<file path="src/rtl/cache_arbiter_if.sv">
// Bus bundle between the icache, the dcache, the RAM and the arbiter.
// The arbiter uses the slave view; the surrounding system uses the master view.
interface cache_arbiter_if;
  logic        iREN;
  logic [31:0] iaddr;
  logic        iwait;
  logic [31:0] iload;
  logic        dREN;
  logic        dWEN;
  logic [31:0] daddr;
  logic [31:0] dstore;
  logic        dburst;
  logic        dwait;
  logic [31:0] dload;
  logic        ramREN;
  logic        ramWEN;
  logic [31:0] ramaddr;
  logic [31:0] ramstore;
  logic [31:0] ramload;
  logic [1:0]  ramstate;

  modport slave (
    input  iREN, iaddr, dREN, dWEN, daddr, dstore, dburst, ramload, ramstate,
    output iwait, iload, dwait, dload, ramREN, ramWEN, ramaddr, ramstore
  );

  modport master (
    output iREN, iaddr, dREN, dWEN, daddr, dstore, dburst, ramload, ramstate,
    input  iwait, iload, dwait, dload, ramREN, ramWEN, ramaddr, ramstore
  );
endinterface

</file>
<file path="src/rtl/cache_arbiter.sv">
// Arbitrates one RAM port between icache and dcache: dcache priority with a
// starvation limit for the icache, plus locked two-word dcache bursts.
module cache_arbiter #(
  parameter int unsigned STARVE_MAX = 4
) (
  input  logic            CLK,
  input  logic            nRST,
  cache_arbiter_if.slave  bus
);

  typedef enum logic [1:0] {
    IDLE   = 2'd0,
    IGRANT = 2'd1,
    DGRANT = 2'd2
  } state_t;

  localparam logic [1:0] RAM_ACCESS = 2'd2;
  localparam logic [1:0] RAM_ERROR  = 2'd3;
  localparam logic [3:0] STARVE_LIM = 4'(STARVE_MAX);

  state_t     r_state;
  state_t     w_state_next;
  logic [3:0] r_starve;
  logic [3:0] w_starve_next;
  logic       r_lock;
  logic       w_lock_next;
  logic       w_dreq;

  assign w_dreq = bus.dREN | bus.dWEN;

  always_ff @(posedge CLK) begin
    if (!nRST) begin
      r_state  <= IDLE;
      r_starve <= 4'd0;
      r_lock   <= 1'b0;
    end else begin
      r_state  <= w_state_next;
      r_starve <= w_starve_next;
      r_lock   <= w_lock_next;
    end
  end

  always_comb begin
    w_state_next  = r_state;
    w_starve_next = r_starve;
    w_lock_next   = r_lock;
    bus.ramREN    = 1'b0;
    bus.ramWEN    = 1'b0;
    bus.ramaddr   = 32'd0;
    bus.ramstore  = 32'd0;
    bus.iwait     = 1'b1;
    bus.iload     = 32'd0;
    bus.dwait     = 1'b1;
    bus.dload     = 32'd0;

    case (r_state)
      IDLE: begin
        if (!bus.iREN) begin
          w_starve_next = 4'd0;
        end
        if (w_dreq && (r_starve < STARVE_LIM)) begin
          w_state_next = DGRANT;
        end else if (bus.iREN && ((r_starve == STARVE_LIM) || !w_dreq)) begin
          w_state_next = IGRANT;
        end
      end

      IGRANT: begin
        bus.ramREN  = 1'b1;
        bus.ramaddr = bus.iaddr;
        // A dropped request aborts silently, even if the RAM answers now.
        if (!bus.iREN) begin
          w_state_next = IDLE;
        end else if (bus.ramstate == RAM_ACCESS) begin
          bus.iwait     = 1'b0;
          bus.iload     = bus.ramload;
          w_starve_next = 4'd0;
          w_state_next  = IDLE;
        end else if (bus.ramstate == RAM_ERROR) begin
          w_state_next = IDLE;
        end
      end

      DGRANT: begin
        bus.ramaddr  = bus.daddr;
        bus.ramstore = bus.dstore;
        bus.ramWEN   = bus.dWEN;
        bus.ramREN   = ~bus.dWEN;
        if (!w_dreq) begin
          w_lock_next  = 1'b0;
          w_state_next = IDLE;
        end else if (bus.ramstate == RAM_ACCESS) begin
          bus.dwait = 1'b0;
          bus.dload = bus.ramload;
          if (bus.iREN && (r_starve < STARVE_LIM)) begin
            w_starve_next = r_starve + 4'd1;
          end
          // First word of a burst keeps the grant for the second word.
          if (bus.dburst && !r_lock) begin
            w_lock_next = 1'b1;
          end else begin
            w_lock_next  = 1'b0;
            w_state_next = IDLE;
          end
        end else if (bus.ramstate == RAM_ERROR) begin
          w_lock_next  = 1'b0;
          w_state_next = IDLE;
        end
      end

      default: begin
        w_state_next = IDLE;
      end
    endcase
  end

endmodule

</file>
<file path="src/flat_wrapper.sv">
// flat-port wrapper written by rule: the top's interface ports become plain ports
module cache_arbiter_flat 
#(
  parameter int unsigned STARVE_MAX = 4
)
  (CLK, nRST, bus_iREN, bus_iaddr, bus_dREN, bus_dWEN, bus_daddr, bus_dstore, bus_dburst, bus_ramload, bus_ramstate, bus_iwait, bus_iload, bus_dwait, bus_dload, bus_ramREN, bus_ramWEN, bus_ramaddr, bus_ramstore);
  cache_arbiter_if bus_i ();
  input  logic CLK;
  input  logic nRST;
  input wire logic [$bits(bus_i.iREN)-1:0] bus_iREN;
  input wire logic [$bits(bus_i.iaddr)-1:0] bus_iaddr;
  input wire logic [$bits(bus_i.dREN)-1:0] bus_dREN;
  input wire logic [$bits(bus_i.dWEN)-1:0] bus_dWEN;
  input wire logic [$bits(bus_i.daddr)-1:0] bus_daddr;
  input wire logic [$bits(bus_i.dstore)-1:0] bus_dstore;
  input wire logic [$bits(bus_i.dburst)-1:0] bus_dburst;
  input wire logic [$bits(bus_i.ramload)-1:0] bus_ramload;
  input wire logic [$bits(bus_i.ramstate)-1:0] bus_ramstate;
  output wire logic [$bits(bus_i.iwait)-1:0] bus_iwait;
  output wire logic [$bits(bus_i.iload)-1:0] bus_iload;
  output wire logic [$bits(bus_i.dwait)-1:0] bus_dwait;
  output wire logic [$bits(bus_i.dload)-1:0] bus_dload;
  output wire logic [$bits(bus_i.ramREN)-1:0] bus_ramREN;
  output wire logic [$bits(bus_i.ramWEN)-1:0] bus_ramWEN;
  output wire logic [$bits(bus_i.ramaddr)-1:0] bus_ramaddr;
  output wire logic [$bits(bus_i.ramstore)-1:0] bus_ramstore;
  assign bus_i.iREN = bus_iREN;
  assign bus_i.iaddr = bus_iaddr;
  assign bus_i.dREN = bus_dREN;
  assign bus_i.dWEN = bus_dWEN;
  assign bus_i.daddr = bus_daddr;
  assign bus_i.dstore = bus_dstore;
  assign bus_i.dburst = bus_dburst;
  assign bus_i.ramload = bus_ramload;
  assign bus_i.ramstate = bus_ramstate;
  assign bus_iwait = bus_i.iwait;
  assign bus_iload = bus_i.iload;
  assign bus_dwait = bus_i.dwait;
  assign bus_dload = bus_i.dload;
  assign bus_ramREN = bus_i.ramREN;
  assign bus_ramWEN = bus_i.ramWEN;
  assign bus_ramaddr = bus_i.ramaddr;
  assign bus_ramstore = bus_i.ramstore;
  cache_arbiter #(.STARVE_MAX(STARVE_MAX)) u_core (.CLK(CLK), .nRST(nRST), .bus(bus_i));
endmodule
</file>
<file path="config.mk">
export PLATFORM = sky130hd
export DESIGN_NAME = cache_arbiter_flat
export DESIGN_NICKNAME = d
export VERILOG_FILES = /design/src/rtl/cache_arbiter_if.sv /design/src/rtl/cache_arbiter.sv /design/src/flat_wrapper.sv
export SDC_FILE = /design/constraint.sdc
export NUM_CORES = 1
export LEC_CHECK = 0
export CAP_MARGIN = 20
export CORE_AREA = 2 2 105 107
export CTS_CLUSTER_DIAMETER = 40
export CTS_CLUSTER_SIZE = 20
export DETAILED_ROUTE_END_ITERATION = 8
export DIE_AREA = 0 0 107 109
export SYNTH_ARGS = -nofsm -noshare
export SYNTH_HDL_FRONTEND = slang
export SYNTH_SLANG_ARGS = --single-unit
</file>
<file path="constraint.sdc">
create_clock -name CLK -period 2.06 [get_ports CLK]
set_clock_uncertainty 0.2 [all_clocks]
set_input_delay 0.309 -clock CLK [delete_from_list [all_inputs] [get_ports CLK]]
set_output_delay 0.309 -clock CLK [all_outputs]
set_load 0.02 [all_outputs]
</file>
==> implementation parameters <==
Parameter                              Value

Timing
  Final worst hold slack    0.308 ns
  Achievable clock frequency    451 MHz
  Final count of hold timing violations    0
  Final count of negative-setup-slack endpoints    117
  Fin worst setup slack    -0.159 ns
  Fin Setup TNS    -10.61 ns
  Relative slew slack    74.4%
  Transition at the pin with the smallest max-transition slack    0.382 ns
  Time the worst path needs with I/O delays and setup    2.22 ns
  Final period utilization    108%
  Max-slew violation total from the final report    0
  Setup repair after global routing missed its margin    yes

Yosys
  Post-synthesis net count    386
  Cell area after technology mapping    1620 um^2
  Commonest register cell after synthesis    sky130_fd_sc_hd__dfxtp_1
  Share of the yosys chip area belonging to registers    8.64%
  Average cell area after synthesis    6.65 um^2
  Flop and latch count out of synthesis    7
  Number of distinct library cells after synthesis    29
  YS warnings    0
  Number of enable-type register cells in the synthesized netlist    0
  Cells after Synth    244
  Fraction of registers with async set/reset    0%

Detailed routing
  Number of design rule violations left after detail routing    0
  DRT iter0 DRCs    97
  Residual antenna-violating net count after detailed routing    0
  WL/cell    17.4 um
  Via/cell ratio    4.33
  Detailed-router iteration count before antenna repair    4
  Final wirelength    12.1 mm
  Vias post-DR    3014

Worst setup path
  Category of the worst setup path capture point    output port
  Required time of the critical path    1.55 ns
  Type of the worst setup path    flip-flop to output port
  CP max FO    8
  FF-to-FF path depth    10
  Arrival time of data at the critical path endpoint    1.71 ns
  Type of element launching the critical path    flip-flop
  Slack of the worst reg-to-reg path    -0.11 ns

Power and ir drop
  Worst IR Drop VDD    148 uV
  Pwr/cell area    333 nW/um^2
  Cell leakage power    0.00249 uW
  PnR Total Power    1920 uW

Clock tree
  TritonCTS clock tree    yes
  Hold-fix buffer count after cts    0
  Depth of the CTS H-tree    1
  Number of buffers created by CTS    3
  Cell at the root of the clock tree    sky130_fd_sc_hd__clkbuf_8
  Post-CTS clock slew at the launch and capture registers of the worst setup and hold paths    0.04 ns
  Latest clock arrival within the worst-skew pair    0.23 ns
  Number of buffers on the longest clock path    2
  Number of clock sinks    7

Floorplan
  Height of the chip    109 um
  Area of the core    10600 um^2
  Die footprint    11700 um^2
  Die Wd    107 um
  Initial core utilization    15.3%
  Top-level port count    268
  Row cnt    38

Layout
  Layout Utilization    54.5%
  Count of inserted antenna diode cells    0
  Share of cells above drive strength 1    56.3%
  Register Area    148 um^2
  Area of the multi-input gates    1860 um^2
  Synth-to-layout area growth    256%
  Number of standard cells in the final layout excluding fillers    696
  Nets    699
  Number of fillers in the final layout    938

Hold path
  Min-Delay Path Depth    2
  Hold Path Class    flip-flop to flip-flop

Global route
  Vias in the first global route    2991
  Grt met3 use    4.42%
  GRT Total Usage    16.8%
  Congestion Overflow GR    0
  Met2 demand-to-capacity share in global routing    35.5%
  Wire length of the first global-routing pass    15.3 mm
  Maximum number of pins on one net before global-route repair    46
  Number of antenna violations at the first check in global routing    0
  Met1 GRT Util    16.1%
  GR peak layer    met2

Status
  Status    finished, violations left
  Failing checks    setup timing

Placement
  Sum of net half-perimeters after detailed placement    7.86 mm
  Number of placed instances with taps included    651
  Gp weighted congestion    0.739
  Port-buffer cells    267

Flow run
  Max-cap violation count    0
## cells in the mapped netlist, drive strengths merged (4+ instances only)
cell / number / area, um^2
o21ai: 4 / 23.8
nand3: 4 / 20.0
inv: 6 / 22.5
and2: 97 / 607
nor2: 4 / 15.0
ha: 6 / 75.1
dfxtp: 7 / 140
a22oi: 32 / 240
nand2: 8 / 30.0
clkbuf: 20 / 75.1
nor2b: 34 / 213
## final timing paths
path / startpoint / to
worst max-delay path: u_core.r_state[0] / bus_dload[23]
worst min-delay path: u_core.r_lock / u_core.r_lock
worst max register to register: u_core.r_state[0] / u_core.r_state[0]
worst min register to register: u_core.r_lock / u_core.r_lock
## layout make-up
type | count | area share (%)
clock buffers | 4 | 0.780
inverters | 6 | 0.476
multi-input cells | 209 | 32.2
flip-flops and latches | 7 | 2.56
well taps | 140 | 3.03
repair buffers | 330 | 60.9
## worst max-delay path, stage by stage (launching register included)
cell and delay [ns]:
sky130_fd_sc_hd__dfxtp_4 0.36, sky130_fd_sc_hd__inv_4 0.06, sky130_fd_sc_hd__ha_4 0.14, sky130_fd_sc_hd__o21ai_4 0.07, sky130_fd_sc_hd__nor3b_4 0.20, sky130_fd_sc_hd__buf_4 0.15
sky130_fd_sc_hd__buf_12 0.12, sky130_fd_sc_hd__buf_4 0.12, sky130_fd_sc_hd__and2_4 0.13, sky130_fd_sc_hd__buf_6 0.12
## registers in the layout, summed over array words and instances (netlist names)
name,flops
u_core.r_starve,4
u_core.r_state,2
u_core.r_lock,1
## where the power goes
part	internal, uW	switching [uW]
clock network	135	68.0
logic	941	626
registers	143	10.1
total	1220	704
## cells in the final DEF, fill, tap and decap left out, drive strengths merged, types with 5 or more instances in the layout
cell           instances
ha                     6
a22oi                 32
clkdlybuf4s50        130
dlygate4sd2            5
buf                  187
dfxtp                  7
and2                  97
nor2b                 34
nand2                  8
clkbuf                12
inv                    6
## repair_timing
item | in CTS | in global routing
endpoints found under the setup margin | 133 | 134
setup buffers | 20 | 7
gates resized for setup | 674 | 221
pin swaps | 15 | 25
cloned | 7 | 10
## kinds of logic after synthesis
| group | count (synthesis) | share of synthesized area [%] |
|---|---|---|
| AND/OR/NAND/NOR | 157 | 59.3 |
| AO/OA/AOI/OAI | 46 | 20.6 |
| buffers and inverters | 28 | 6.79 |
| flip-flops | 7 | 8.64 |
| adder cells (fa/ha/maj) | 6 | 4.63 |
## stage by stage
step	cell area [um^2]	setup slack (ns)
after global routing	5780	-0.232
after detailed placement	4590	-0.614
final	5780	-0.159
after floorplan	1630	0.0728
after global placement	4590	-0.587
after CTS	5250	-0.156
## per-layer routing
layer,vias to the layer above,wire (um)
met5,-,0
met4,0,131
met3,12,1070
met2,174,6930
met1,1379,3990
li1,1449,-
Note: power is estimated with default switching activity, not from simulation.
==> patch (config.mk and constraints unchanged) <==
Re-encode `state_t` (3 states) as one-hot, 3 bits wide.
--- a/src/rtl/cache_arbiter.sv
+++ b/src/rtl/cache_arbiter.sv
@@ -8,10 +8,10 @@
   cache_arbiter_if.slave  bus
 );
 
-  typedef enum logic [1:0] {
-    IDLE   = 2'd0,
-    IGRANT = 2'd1,
-    DGRANT = 2'd2
+  typedef enum logic [2:0] {
+    IDLE   = 3'b001,
+    IGRANT = 3'b010,
+    DGRANT = 3'b100
   } state_t;
 
   localparam logic [1:0] RAM_ACCESS = 2'd2;
Function: no difference found for any inputs over 10 cycles, from zero or initial values and one cycle with nRST low; not proved beyond that.
==> patch against the original RTL <==
The run still ends with negative setup slack left; count of clock-buffer cells in the layout fell by 1; worst hold slack lost 0.058 ns; total power is 38% lower; sequential share of layout area rose by 0.35 points; fmax fell by 8.7%; clock power down 11%; wire length up 3.1%; non-clock buffer count grew 5; synthesized area is 7.0% lower; design area decreased by 3.0%; highest routed layer unchanged; setup slack got worse by 0.21 ns; sequential cell count is 1 higher; via count is 4.7% lower.
==> patch: results (changes against the original RTL) <==
| Metric | Value |
|---|---|
| Status | `complete, but fails checks` |
| Failing checks | `negative setup slack` |
| Half-perimeter wire length after placement | `8.63 mm (+9.7%)` |
| Met2 WL | `6.46 mm (-6.8%)` |
| Share of layout cells above drive strength 1 | `54.3% (-2.0 points)` |
| TNS Setup | `-19.41 ns (-8.80 ns)` |
| Mapped Nets | `351 (-9.1%)` |
| Clock group | `181 uW (-11%)` |
| Post-route setup slack | `-0.370 ns (-0.210 ns)` |
| Global-route wire length before repair | `16.4 mm (+7.2%)` |
| DR vias/cell | `4.29 (-0.90%)` |
| Combinational share of power | `70.6% (-11 points)` |
| R2R depth | `7 (-3)` |
| Final setup fails | `98 (-16%)` |
| VDD IR max | `0.000351 V (+140%)` |
| Total GRT Usage | `18.2% (+1.4 points)` |
| GPL Wtd Cong | `0.875 (+18%)` |
| Worst Path Arrival | `1.92 ns (+0.21 ns)` |
| M1 WL | `4.76 mm (+19%)` |
| FILL cells | `994 (+6.0%)` |
| Syn Inst Count | `213 (-13%)` |
| M3 GR Usage | `7.17% (+2.7 points)` |
| Sw Ratio | `31.5% (-5.2 points)` |
| Worst-margin pin slew | `0.376 ns (-0.00553 ns)` |
| Biggest regs | `u_core.r_starve: 4 flops, u_core.r_state: 3 flops, u_core.r_lock: 1 flops` |
| Placed insts | `621 (-4.6%)` |
| Synth top cells by count | `66 x and2_1, 32 x a22o_1, 32 x and3_1, 12 x clkbuf_1, 8 x dfxtp_1` |
| R2R Path End | `u_core.r_state[0]` |
| CP Launch Point | `u_core.r_state[1]` |
| Library cells used by synthesis | `35 (+21%)` |
| Lkg Pwr | `2.57 nW (+3.3%)` |
| Met2 Usage GRT | `32.8% (-2.7 points)` |
| P_comb | `835 uW (-47%)` |
==> patch: layout make-up <==
type                    count  area share (%)
repair buffers            335            65.2
multi-input cells         177            27.6
well taps                 140            3.12
flip-flops and latches      8            2.90
clock buffers               3           0.737
inverters                   6           0.446
==> patch: how the worst min path moves through the flow <==
| stage | start | endpoint | slack (ns) | cells past startpoint |
|---|---|---|---|---|
| finish | u_core.r_lock | u_core.r_lock | 0.25 | 2 |
| global route | u_core.r_lock | u_core.r_lock | 0.27 | 2 |
| CTS | u_core.r_lock | u_core.r_lock | 0.25 | 2 |
| detailed placement | u_core.r_lock | u_core.r_lock | 0.25 | 2 |
| global placement | u_core.r_lock | u_core.r_lock | 0.24 | 2 |
| floorplan | u_core.r_lock | u_core.r_lock | 0.23 | 2 |
==> patch: cell families after synthesis <==
logic type | synth area share [%]
AND/OR/NAND/NOR | 54.5
AO/OA/AOI/OAI | 24.7
buffers and inverters | 7.72
flip-flops | 10.6
adder cells (fa/ha/maj) | 1.66
multiplexers | 0.747
==> patch: worst max-delay path, cell delays in order, from the launching register on <==
cell and delay, ns:
dfxtp_2 0.31, or3b_4 0.42, nor4b_4 0.38, buf_6 0.18
clkbuf_16 0.15, and2_4 0.14, buf_6 0.11
==> patch: per-stage QoR <==
step | utilization (%) | setup WS, ns | cell area, um2 | hold slack (ns)
floorplan | - | -0.0539 | 1560 | 0.231
global placement | 43.2 | -0.609 | 4580 | 0.243
detailed placement | 43.2 | -0.633 | 4580 | 0.247
CTS | 46.6 | -0.373 | 4940 | 0.253
global route | 52.9 | -0.406 | 5610 | 0.272
finish | 52.9 | -0.370 | 5610 | 0.250
==> patch: what timing repair did <==
action                     in CTS  in global routing
gates cloned                    5                  6
pin swaps                      10                 40
setup endpoints to repair     132                133
hold endpoints to repair        0                  0
resized for setup             660                162
buffers inserted               25                 16
